==> src/rtl/vend_pkg.sv <==
// rtl/vend_pkg.sv - shared state encoding and default width for the vending timer
package vend_pkg;

  localparam int VEND_WIDTH = 8;

  typedef enum logic [1:0] {
    ST_IDLE = 2'd0,
    ST_RUN  = 2'd1,
    ST_DONE = 2'd2
  } vend_state_e;

endpackage

==> src/rtl/slow_tick_sync.sv <==
// rtl/slow_tick_sync.sv - synchronises the divider MSB and turns its rising edges into one-cycle ticks
module slow_tick_sync
  import vend_pkg::*;
#(
  parameter int SYNC_STAGES = 2
) (
  input  logic clk,
  input  logic reset,
  input  logic slow,
  output logic s_sync,
  output logic tick
);

  logic [SYNC_STAGES-1:0] sync_q;
  logic                   s_prev;
  logic                   rise_q;

  // rise_q is an extra stage so tick lands SYNC_STAGES+1 edges after slow is first captured
  always_ff @(posedge clk or posedge reset) begin
    if (reset) begin
      sync_q <= '0;
      s_prev <= 1'b0;
      rise_q <= 1'b0;
      tick   <= 1'b0;
    end else begin
      sync_q <= {sync_q[SYNC_STAGES-2:0], slow};
      s_prev <= sync_q[SYNC_STAGES-1];
      rise_q <= sync_q[SYNC_STAGES-1] & ~s_prev;
      tick   <= rise_q;
    end
  end

  assign s_sync = sync_q[SYNC_STAGES-1];

endmodule

==> src/rtl/vend_timer.sv <==
// rtl/vend_timer.sv - tick-count timeout timer with blink enable for the vending controller
module vend_timer
  import vend_pkg::*;
#(
  parameter int WIDTH       = VEND_WIDTH,
  parameter int SYNC_STAGES = 2
) (
  input  logic             clk,
  input  logic             reset,
  input  logic             slow,
  input  logic             start,
  input  logic [WIDTH-1:0] load_val,
  input  logic             cancel,
  output logic             busy,
  output logic             done,
  output logic [WIDTH-1:0] remaining,
  output logic             blink
);

  vend_state_e      state_q, state_d;
  logic [WIDTH-1:0] rem_q, rem_d;
  logic             s_sync;
  logic             tick;

  slow_tick_sync #(
    .SYNC_STAGES(SYNC_STAGES)
  ) u_sync (
    .clk    (clk),
    .reset  (reset),
    .slow   (slow),
    .s_sync (s_sync),
    .tick   (tick)
  );

  always_ff @(posedge clk or posedge reset) begin
    if (reset) begin
      state_q <= ST_IDLE;
      rem_q   <= '0;
    end else begin
      state_q <= state_d;
      rem_q   <= rem_d;
    end
  end

  // cancel beats both start (in IDLE) and a coincident tick (in RUN)
  always_comb begin
    state_d = state_q;
    rem_d   = rem_q;
    busy    = 1'b0;
    done    = 1'b0;
    blink   = 1'b0;
    case (state_q)
      ST_IDLE: begin
        if (start && !cancel) begin
          rem_d   = load_val;
          state_d = (load_val == '0) ? ST_DONE : ST_RUN;
        end
      end
      ST_RUN: begin
        busy  = 1'b1;
        blink = s_sync;
        if (cancel) begin
          rem_d   = '0;
          state_d = ST_IDLE;
        end else if (tick) begin
          if (rem_q <= WIDTH'(1)) begin
            rem_d   = '0;
            state_d = ST_DONE;
          end else begin
            rem_d = rem_q - WIDTH'(1);
          end
        end
      end
      ST_DONE: begin
        done    = 1'b1;
        state_d = ST_IDLE;
      end
      default: begin
        rem_d   = '0;
        state_d = ST_IDLE;
      end
    endcase
  end

  assign remaining = rem_q;

endmodule

==> config.mk <==
export PLATFORM = sky130hd
export DESIGN_NAME = vend_timer
export DESIGN_NICKNAME = d
export VERILOG_FILES = /design/src/rtl/vend_pkg.sv /design/src/rtl/slow_tick_sync.sv /design/src/rtl/vend_timer.sv
export SDC_FILE = /design/constraint.sdc
export NUM_CORES = 1
export LEC_CHECK = 0
export CORE_MARGIN = 5
export CORE_UTILIZATION = 49
export CTS_CLUSTER_DIAMETER = 120
export DETAILED_ROUTE_END_ITERATION = 8
export GPL_TIMING_DRIVEN = 0
export HOLD_SLACK_MARGIN = 0.02
export PLACE_DENSITY = 0.86
export SLEW_MARGIN = 20
export SYNTH_ARGS = -nofsm -noshare
export SYNTH_HDL_FRONTEND = slang
export SYNTH_SLANG_ARGS = --single-unit
==> constraint.sdc <==
create_clock -name clk -period 5.05 [get_ports clk]
set_clock_uncertainty 0.2 [all_clocks]
set_input_delay 1.515 -clock clk [delete_from_list [all_inputs] [get_ports clk]]
set_output_delay 1.515 -clock clk [all_outputs]
set_load 0.02 [all_outputs]
; Word-level counts from Yosys, hierarchy flattened
; Cells that the tools add are included.
[word_totals]
regBits = 15
latch_bits = 0
ram_bits = 0
mem_bits_ro = 0
input_bits = 13
output_inout_bits = 11
wordCells = 36
memories = 0
[classes]
addsub = 1
multipliers = 0
div = 0
magnitude_cmp = 1
eq_ne = 5
shift = 0
mux = 14
bitwise_logic = 3
n_reduce_logical = 6
[ops]
columns = operator, count
row1 = 8-bit two-way mux, 4
row2 = 8-bit one-hot mux with 3 select lines, 1
row3 = 2-bit two-way mux, 5
row4 = "8-bit by 1-bit <= comparator with 1-bit output, second input constant", 1
row5 = 8-bit logical NOT, 1
row6 = "8-bit by 1-bit subtractor with 8-bit output, second input constant", 1
row7 = 3-bit AND reduction, 2
row8 = 2-bit one-hot mux with 2 select lines, 1
row9 = 1-bit two-way mux, 3
row10 = "3-bit by 2-bit inequality test with 1-bit output, second input constant", 1
row11 = "3-bit inequality test, second input constant", 1
row12 = "2-bit by 1-bit equality test with 1-bit output, second input constant", 1
row13 = "2-bit equality test, second input constant", 1
row14 = 2-bit logical NOT, 1
row15 = "2-bit inequality test, second input constant", 1
row16 = 1-bit inverter, 2
row17 = 1-bit AND, 1
row18 = 1-bit logical AND, 1
row19 = 1-bit logical NOT, 1

; Logic depth before layout (Yosys ltp)
; Gate-level depths: netlist (run 1).
[logic_depth]
word_depth = 5
ltp_mapped = 7
mapped_depth_nobuf = 6

; Modules after synthesis
; A second synthesis (run 1) with hierarchy kept.
[unflattened]
cells_unflattened = 82
area_unflattened_um2 = 853.3
[by_module_without_submodules]
columns = mod, instances, cells_per_inst, area_each_um2, seq_area_each_um2
row1 = vend_timer, 1, 75, 710.7, 250.2
row2 = slow_tick_sync, 1, 7, 142.6, 125.1

; Worst setup path after synthesis (run 1)
; Ideal clock, no wire load.
[synth_timing]
path_kind = input port to flip-flop
startpoint = input port cancel
endpoint = register rem_q[5], in the netlist remaining[5]
setup_time_ps = 126
arrival_time_ps = 2503
required_ps = 4724
path_slack_ps = 2221
cell_stages = 4
path_buffers = 0
cell_sequence = nor4b_4 > a21oi_4 > o21bai_1 > a221o_1
[synth_via]
elab_chain_len = 4
word_cells_on_any_way = 7
classes_between = eq/ne: 2 / mux: 2 / reduce/logical: 3
[synth_lines]
columns = element, line
row1 = start: declaration, vend_timer.sv:13  ; input logic cancel,
row2 = 1-bit logical NOT, vend_timer.sv:54  ; if (start && !cancel) begin
row3 = 1-bit logical AND, vend_timer.sv:54
row4 = 2-bit inequality test (no line), --
row5 = 3-bit AND reduction (no line), --
row6 = end signal: assignment, vend_timer.sv:41  ; rem_q <= rem_d;
row7 = end: declaration, vend_timer.sv:21  ; logic [WIDTH-1:0] rem_q, rem_d;
; Parallel ways exist; a longest one is shown, timed or not.
; A chain may end at the register's enable or synchronous reset.

; Worst setup path after layout (run 1)
[layout_timing]
startpoint = register state_q[1]
endpoint = output port blink
[layout_via]
elab_chain_len = 2
[layout_lines]
columns = element, line
row1 = start: declaration, vend_timer.sv:20  ; vend_state_e state_q, state_d;
row2 = start signal: assignment, vend_timer.sv:40  ; state_q <= state_d;
row3 = 2-bit by 1-bit equality test with 1-bit output, vend_timer.sv:52  ; case (state_q)
row4 = 1-bit two-way mux, vend_timer.sv:52
row5 = end: declaration, vend_timer.sv:17  ; output logic blink
; No other way between the ends.

==> flow_summary.toml, run 1 <==
[synth]
yosysWarnings = 0
synth_top_area_cell = "dfrtp_1"
yosysTopAreaCellShare_pct = 43.8
synth_edf_count = 0
synth_fp_nets = 96
async_flop_share_pct = 100
netlist_instances = 81
yosysSeqAreaShare_pct = 43.8
ys_ff_latch = 15
synth_area_leaders = "dfrtp_1 44%, ha_1 2.9%, nor4b_4 2.8%"
syn_area_um2 = 857
ys_types = 36
avgSynthCellArea_um2 = 10.6
synthFlopType = "dfrtp_1"

[drt]
drtPass1Iterations = 4
antenna_left = 0
post_drt_wl_per_cell_um = 16.5
drt_iter0_drc = 30
vias = 759
drcViolationCount = 0
viasPerCell = 6.07
totalWireLength_um = 2060

[placement]
placed_cells = 121
postPlaceCellArea_um2 = 1110
hpwl_um = 1560
gp_congestion = 0.841
place_ws_ns = 1.46
portBuffers = 23

[clock_tree]
clockRootBuffer = "clkbuf_4"
ctsResizeCount = 0
h-tree-depth = 1
clk_pin_slew_ns = 0.09
clock-sinks = 15
cts_buffer_depth = 2
cts_buffers = 3
post-cts-setup-buffers = 0
cts_hold_buf = 0
cts_tree = "built"
insertion_delay_ns = 0.29

[finish]
diodes = 0
drive_gt1_share_pct = 11.1
layout.nets = 124
final_core_util_pct = 67.3
fillers = 132
instances_no_fill = 125
area_delta_synth_final_pct = 32.6
final_cell_area_um2 = 1140

[global_route]
grt_max_degree = 16
grt-ovfl-total = 0
grt_util_all_layers_pct = 18.3
antenna_found_initial = 0
grt_first_pass_wirelength_um = 3560
first_global_vias = 788

[pwr]
swShare_pct = 39.3
power.density_nw_per_um2 = 376
p_comb_share_pct = 43.5
power.clock.fraction_pct = 16.3
p_switching_uw = 168
ir_worst_vdd_v = 0.000221
p_int_uw = 259
leakagePower_uw = 0.000487
pwr-share-seq_pct = 40.3

[setup_path]
critical_path_arrival_ns = 1.72
crit_type = "register to primary output"
crit_slowest_cell = "clkdlybuf4s50_1"
crit_path_max_fanout = 7
slowest_delay_ns = 0.61
worstPathCellList = "and2b_1 > and2_1 > clkdlybuf4s50_1"
crit_required_ns = 3.34
worst_setup_path_start_kind = "register"
cp-end-kind = "primary output"

[run_status]
status = "finished clean"

[sta]
setup_slack_ns = 1.61
final.setup.tns_ns = 0
worst_slew_margin_rel_pct = 59.5
setup-violations-final = 0
min_period_ns = 3.44
hold_viol = 0
drv_slew = 0
rsz0062_at_grt = "false"
period_share_pct = 68.1
tightest_slew_ns = 0.604
max_freq_ghz = 0.291

[die]
chipHeight_um = 51.8
num_rows = 15
die_w_um = 51.8
start_util_pct = 50.7
core-area_um2 = 1690
io_pins = 24
dieArea_um2 = 2690

[flow_run]
maxCapViolCount = 0

[worst_hold_path]
hold_class = "register to register"
==> critical path, delay by kind of cell, from the launching register on <==
family / cells / cell delay, ns
buffers and inverters: 1 / 0.61
AND/OR/NAND/NOR: 2 / 0.36
flip-flops: 1 / 0.47
==> layout by cell type, fill, tap and decap left out, types with 3 or more instances in the layout <==
master           netlist  routed
inv_1                  5       5
o21ai_0                4       4
or4_1                  3       3
nor2_1                 4       4
dfrtp_1               15      15
nand2_1                4       4
clkdlybuf4s50_1        0      23
nor2b_1                3       3
nor3_1                 3       3
a21oi_1                3       3
clkbuf_4               0       3
==> layout make-up <==
class	instances	area [µm²]	share of cell area, %
clock buffers	3	22.5	1.98
multi-input cells	59	448	39.4
flip-flops and latches	15	375	33.0
well taps	17	21.3	1.87
inverters	5	18.8	1.65
repair buffers	23	230	20.3
clock inverters	1	5.00	0.441
plain buffers	2	15.0	1.32
==> path summary, 6_finish.rpt <==
check	startpoint	end	slack, ns	cells past startpoint
worst min-delay path	u_sync.rise_q	u_sync.tick	0.15	0
max in group asynchronous	reset	remaining[6]	2.93	2
min in group asynchronous	reset	u_sync.sync_q[0]	1.36	2
worst max-delay path	state_q[1]	blink	1.61	3
worst min register to register	u_sync.rise_q	u_sync.tick	0.15	0
worst max register to register	remaining[0]	remaining[3]	2.72	6
==> power groups by stage <==
stage	clock network [µW]	registers [µW]	logic [µW]
after floorplan	0	188	95.4
after global placement	0	172	177
after detailed placement	0	174	184
after CTS	72.0	171	185
after global routing	79.0	176	202
final	69.4	172	185
==> synth_stat cells (all sizes together), types with 2 or more instances <==
library cell	n
o21ai	4
or4	3
inv	5
nand2	4
o311ai	2
nor3	3
nor2	4
nor2b	3
nor4	2
ha	2
dfrtp	15
o21bai	2
nand4bb	2
or3	2
a22oi	2
a221o	3
a21oi	4
a31oi	2
and2	2
a311oi	2
==> stage by stage <==
step                      hold slack (ns)  total power, µW
after floorplan                     0.131              283
after global placement              0.134              349
after detailed placement            0.135              358
after CTS                           0.157              429
after global routing                0.173              457
final                               0.154              427
==> flip-flops by register name, indices dropped and copies added (netlist names) <==
name           cells
u_sync.sync_q      2
remaining          8
u_sync.tick        1
u_sync.s_prev      1
u_sync.rise_q      1
state_q            2
==> logic make-up (layout without fill, tap and decap cells) <==
logic type | count (synthesis) | count (layout) | synth area share, %
simple gates | 33 | 33 | 27.6
compound gates | 24 | 24 | 21.8
flops | 15 | 15 | 43.8
buf+inv | 7 | 34 | 3.94
fa+ha+maj | 2 | 2 | 2.92
==> layer usage <==
metal | up-vias | GRT usage, % | part of all wire (%)
li1 | 366 | - | -
met1 | 357 | 22.6 | 43
met2 | 29 | 27.4 | 47
met3 | 7 | 3.44 | 5.8
met4 | 0 | 14.8 | 3.7
met5 | - | 0 | 0
Note: power is estimated with default switching activity, not from simulation.
==> run 2: changes to the inputs <==
CORE_UTILIZATION = 46   (was 49)
PLACE_DENSITY = 0.81   (was 0.86)
clock period = 3.2 ns   (was 5.05 ns; I/O delays follow)
==> run 2 against run 1 <==
Net effect: sequential share of layout area decreased by 0.29 points; non-clock buffer count did not move; hold slack gained 0.0081 ns; core utilization fell by 1.6 points; clock power is 57% higher; highest routed layer unchanged; cell count rose by 6.4%; first-iteration DRC count fell by 43%; via count is 0.26% lower.
==> flow_summary.toml, run 2 (synthesis results as in run 1) <==
[clock_tree]
cts_tree = "built"
post-cts-setup-buffers = 0
cts_hold_buf = 0
h-tree-depth = 1
cts_buffer_depth = 2
insertion_delay_ns = 0.28
cts_buffers = 3
clock-sinks = 15
clk_pin_slew_ns = 0.09
ctsResizeCount = 0
clockRootBuffer = "clkbuf_4"

[finish]
fillers = 160
layout.nets = 124
instances_no_fill = 133
largest_reg_flops = 8
area_delta_synth_final_pct = 33.7
final_cell_mix = "23 x clkdlybuf4s50_1, 15 x dfrtp_1, 5 x inv_1"
diodes = 0
layout_commonest_cell = "clkdlybuf4s50_1"
final_core_util_pct = 65.7
drive_gt1_share_pct = 11.1

[setup_path]
crit_required_ns = 2.04
critical_path_arrival_ns = 1.69
crit_type = "register to primary output"
r2r_end = "remaining[3]"
reg2reg_depth = 6
r2r_start = "remaining[0]"
rrSetupSlack_ns = 1.05
worst_setup_path_start_kind = "register"
crit_path_max_fanout = 7
cp-end-kind = "primary output"

[sta]
tightest_slew_ns = 0.617
final.setup.tns_ns = 0
worst_slew_margin_rel_pct = 58.7
drv_slew = 0
min_period_ns = 2.85
period_share_pct = 89.2
max_freq_ghz = 0.350
rsz0062_at_grt = "false"
setup-violations-final = 0
hold_viol = 0
setup_slack_ns = 0.347

[drt]
drcViolationCount = 0
totalWireLength_um = 1990
vias = 757
antenna_left = 0
drtPass1Iterations = 4
drt_iter0_drc = 17
post_drt_wl_per_cell_um = 15.0
viasPerCell = 5.69

[placement]
placed_cells = 129
place_ws_ns = 0.173
hpwl_um = 1510
gp_congestion = 0.794
portBuffers = 23

[global_route]
grt_first_pass_wirelength_um = 3260
grt_use_met1_pct = 19.9
grt-ovfl-total = 0
use_met2_pct = 26.0
grtUsageMet3_pct = 3.94
busiest_layer = "met2"
grt_util_all_layers_pct = 15.7
first_global_vias = 764
grt_max_degree = 16
antenna_found_initial = 0

[die]
dieArea_um2 = 2830
core-area_um2 = 1750
die_w_um = 53.2
chipHeight_um = 53.2
io_pins = 24
start_util_pct = 49.1
num_rows = 15

[pwr]
pwr-share-seq_pct = 40.6
leakagePower_uw = 0.000487
ir_worst_vdd_v = 0.000354
swShare_pct = 38.9
power.clock.fraction_pct = 16.4
p_int_uw = 408
p_comb_share_pct = 43.0
power.density_nw_per_um2 = 582
p_switching_uw = 259

[worst_hold_path]
hold_class = "register to register"
hold_path.startpoint = "u_sync.rise_q"
holdPathStages = 0
hold_end = "u_sync.tick"

[run_status]
status = "finished clean"

[flow_run]
maxCapViolCount = 0
-- run 2: area by class of cell --
class	count	area [µm²]	share of cell area, %
multi-input cells	59	448	39.1
clock buffers	3	22.5	1.97
clock inverters	1	5.00	0.437
flip-flops and latches	15	375	32.8
well taps	25	31.3	2.73
inverters	5	18.8	1.64
plain buffers	2	15.0	1.31
repair buffers	23	230	20.1
-- run 2: per-stage QoR --
step / hold slack (ns) / instance area, µm² / total power [µW]
floorplan: 0.131 / 857 / 446
finish: 0.162 / 1150 / 667
detailed placement: 0.141 / 1120 / 561
global route: 0.187 / 1150 / 712
global placement: 0.132 / 1120 / 552
CTS: 0.163 / 1150 / 670
-- run 2: metal layers --
metal  vias to the layer above  part of all wire (%)
met1                       363                    46
met5                         -                     0
met2                        24                    47
met3                         2                   6.4
li1                        368                     -
met4                         0                  0.60
-- run 2: how the worst max path moves through the flow --
stage,to,depth (start not counted),slack (ns),from
2_1_floorplan,remaining[5],4,0.93,cancel
3_3_place_gp,remaining[5],5,0.18,cancel
3_5_place_dp,remaining[5],5,0.17,cancel
4_1_cts,blink,3,0.34,state_q[1]
5_1_grt,blink,3,0.28,state_q[1]
6_report,blink,3,0.35,state_q[1]
-- run 2: critical path, cell delays in order, from the launching register on --
cell             delay, ns
dfrtp_1               0.47
and2b_1               0.24
and2_1                0.12
clkdlybuf4s50_1       0.59
-- run 2: power by group through the flow --
stage                     Sequential, µW  Combinational (µW)  Clock, µW
after floorplan                      296                 151          0
after global placement               272                 280          0
after detailed placement             274                 286          0
after CTS                            270                 288        112
after global routing                 277                 309        125
final                                271                 287        109
==> run 3: changes to the inputs <==
CAP_MARGIN = 40   (was unset)
REMOVE_ABC_BUFFERS = 1   (was unset)
==> run 3 against run 2 <==
Net effect: die area did not move; maximum frequency fell by 2.4%; global-route usage fell by 0.16 points; critical path type unchanged; critical endpoint unchanged.
==> flow_summary.toml, run 3 (synthesis results as in run 1) <==
[worst_hold_path]
hold_class = "register to register"
holdPathStages = 0
hold_end = "u_sync.tick"
hold_path.startpoint = "u_sync.rise_q"

[clock_tree]
cts_tree = "built"
cts_hold_buf = 0
clk_pin_slew_ns = 0.10
h-tree-depth = 1
clock-sinks = 15
insertion_delay_ns = 0.29
cts_buffer_depth = 2
clockRootBuffer = "clkbuf_4"
ctsResizeCount = 0
post-cts-setup-buffers = 0
cts_buffers = 3

[finish]
largest_reg_flops = 8
ff_latch_area_um2 = 375
fillers = 132
multi_input_area_um2 = 448
diodes = 0
layout_commonest_cell = "clkdlybuf4s50_1"
layout.nets = 122
final_cell_mix = "23 x clkdlybuf4s50_1, 15 x dfrtp_1, 5 x inv_1"
drive_gt1_share_pct = 10.4
final_core_util_pct = 64.9
area_delta_synth_final_pct = 32.3
final_cell_area_um2 = 1130

[pwr]
power.density_nw_per_um2 = 586
total_power_uw = 665
leakagePower_uw = 0.000476
ir_worst_vdd_v = 0.000378

[drt]
totalWireLength_um = 1950
post_drt_wl_per_cell_um = 14.9
drt_iter0_drc = 27
antenna_left = 0
vias = 757
wl_met3_um = 146
drtPass1Iterations = 4
viasPerCell = 5.78
drcViolationCount = 0
met2WireLength_um = 915
wl_met1_um = 849
top_layer = "met4"

[sta]
setup-violations-final = 0
rsz0062_at_grt = "false"
period_share_pct = 91.4
min_period_ns = 2.92
tightest_slew_ns = 0.655
fin_hold_ws_ns = 0.161
drv_slew = 0
worst_slew_margin_rel_pct = 56.1
final.setup.tns_ns = 0
max_freq_ghz = 0.342
hold_viol = 0

[setup_path]
r2r_end = "remaining[6]"
critical_path_arrival_ns = 1.76
reg2reg_depth = 6
cp-end-kind = "primary output"
worst_setup_path_start_kind = "register"
crit_type = "register to primary output"
r2r_start = "remaining[0]"
rrSetupSlack_ns = 1.11
slowest_delay_ns = 0.59
crit_path_max_fanout = 8
crit_required_ns = 2.04
crit_slowest_cell = "clkdlybuf4s50_1"
cp-startpoint = "state_q[0]"
worstPathCellList = "and2b_1 > and2_1 > clkdlybuf4s50_1"

[placement]
postPlaceCellArea_um2 = 1100
portBuffers = 23
hpwl_um = 1440
gp_congestion = 0.801

[flow_run]
maxCapViolCount = 0

[global_route]
grt_util_all_layers_pct = 15.5
grt-ovfl-total = 0
first_global_vias = 712
antenna_found_initial = 0
grt_max_degree = 16
grt_first_pass_wirelength_um = 3190

[die]
io_pins = 24
core-area_um2 = 1750
start_util_pct = 49.1
chipHeight_um = 53.2
die_w_um = 53.2
dieArea_um2 = 2830
num_rows = 15

[run_status]
status = "finished clean"
[run 3: area by class of cell]
type                       count  area share [%]
clock buffer                   3            1.99
clock inverter                 1           0.662
inverter                       5            1.66
multi-input combinational     59            39.5
sequential                    15            33.1
tap                           25            2.76
timing repair buffer          23            20.3
[run 3: where the power goes]
group | switching [µW] | leakage, µW | internal, µW | total (µW)
logic | 139 | 0.000272 | 136 | 275
clock network | 67.0 | 0.0000139 | 47.7 | 115
registers | 54.7 | 0.000190 | 220 | 275
[run 3: worst max-delay path by stage]
stage,slack [ns],to,cells after the start
global route,0.17,blink,3
finish,0.28,blink,3
CTS,0.28,blink,3
global placement,0.19,remaining[5],5
detailed placement,0.13,remaining[5],5
floorplan,0.93,remaining[5],4
[run 3: routing by layer]
layer	GRT usage (%)	up-vias
met3	3.38	5
met1	19.6	352
met4	6.81	0
met2	25.2	33
li1	-	367
met5	0	-
[run 3: stage by stage]
stage                     worst slack, ns  cells
after floorplan                     0.926     79
after global placement              0.186    127
after detailed placement            0.135    127
after CTS                           0.276    131
after global routing                0.169    131
final                               0.276    131
[run 3: critical path: cells and delay by family, from the launching register on]
| kind | cells | cell delay, ns |
|---|---|---|
| buffers and inverters | 1 | 0.59 |
| AND/OR/NAND/NOR | 2 | 0.31 |
| flip-flops | 1 | 0.57 |
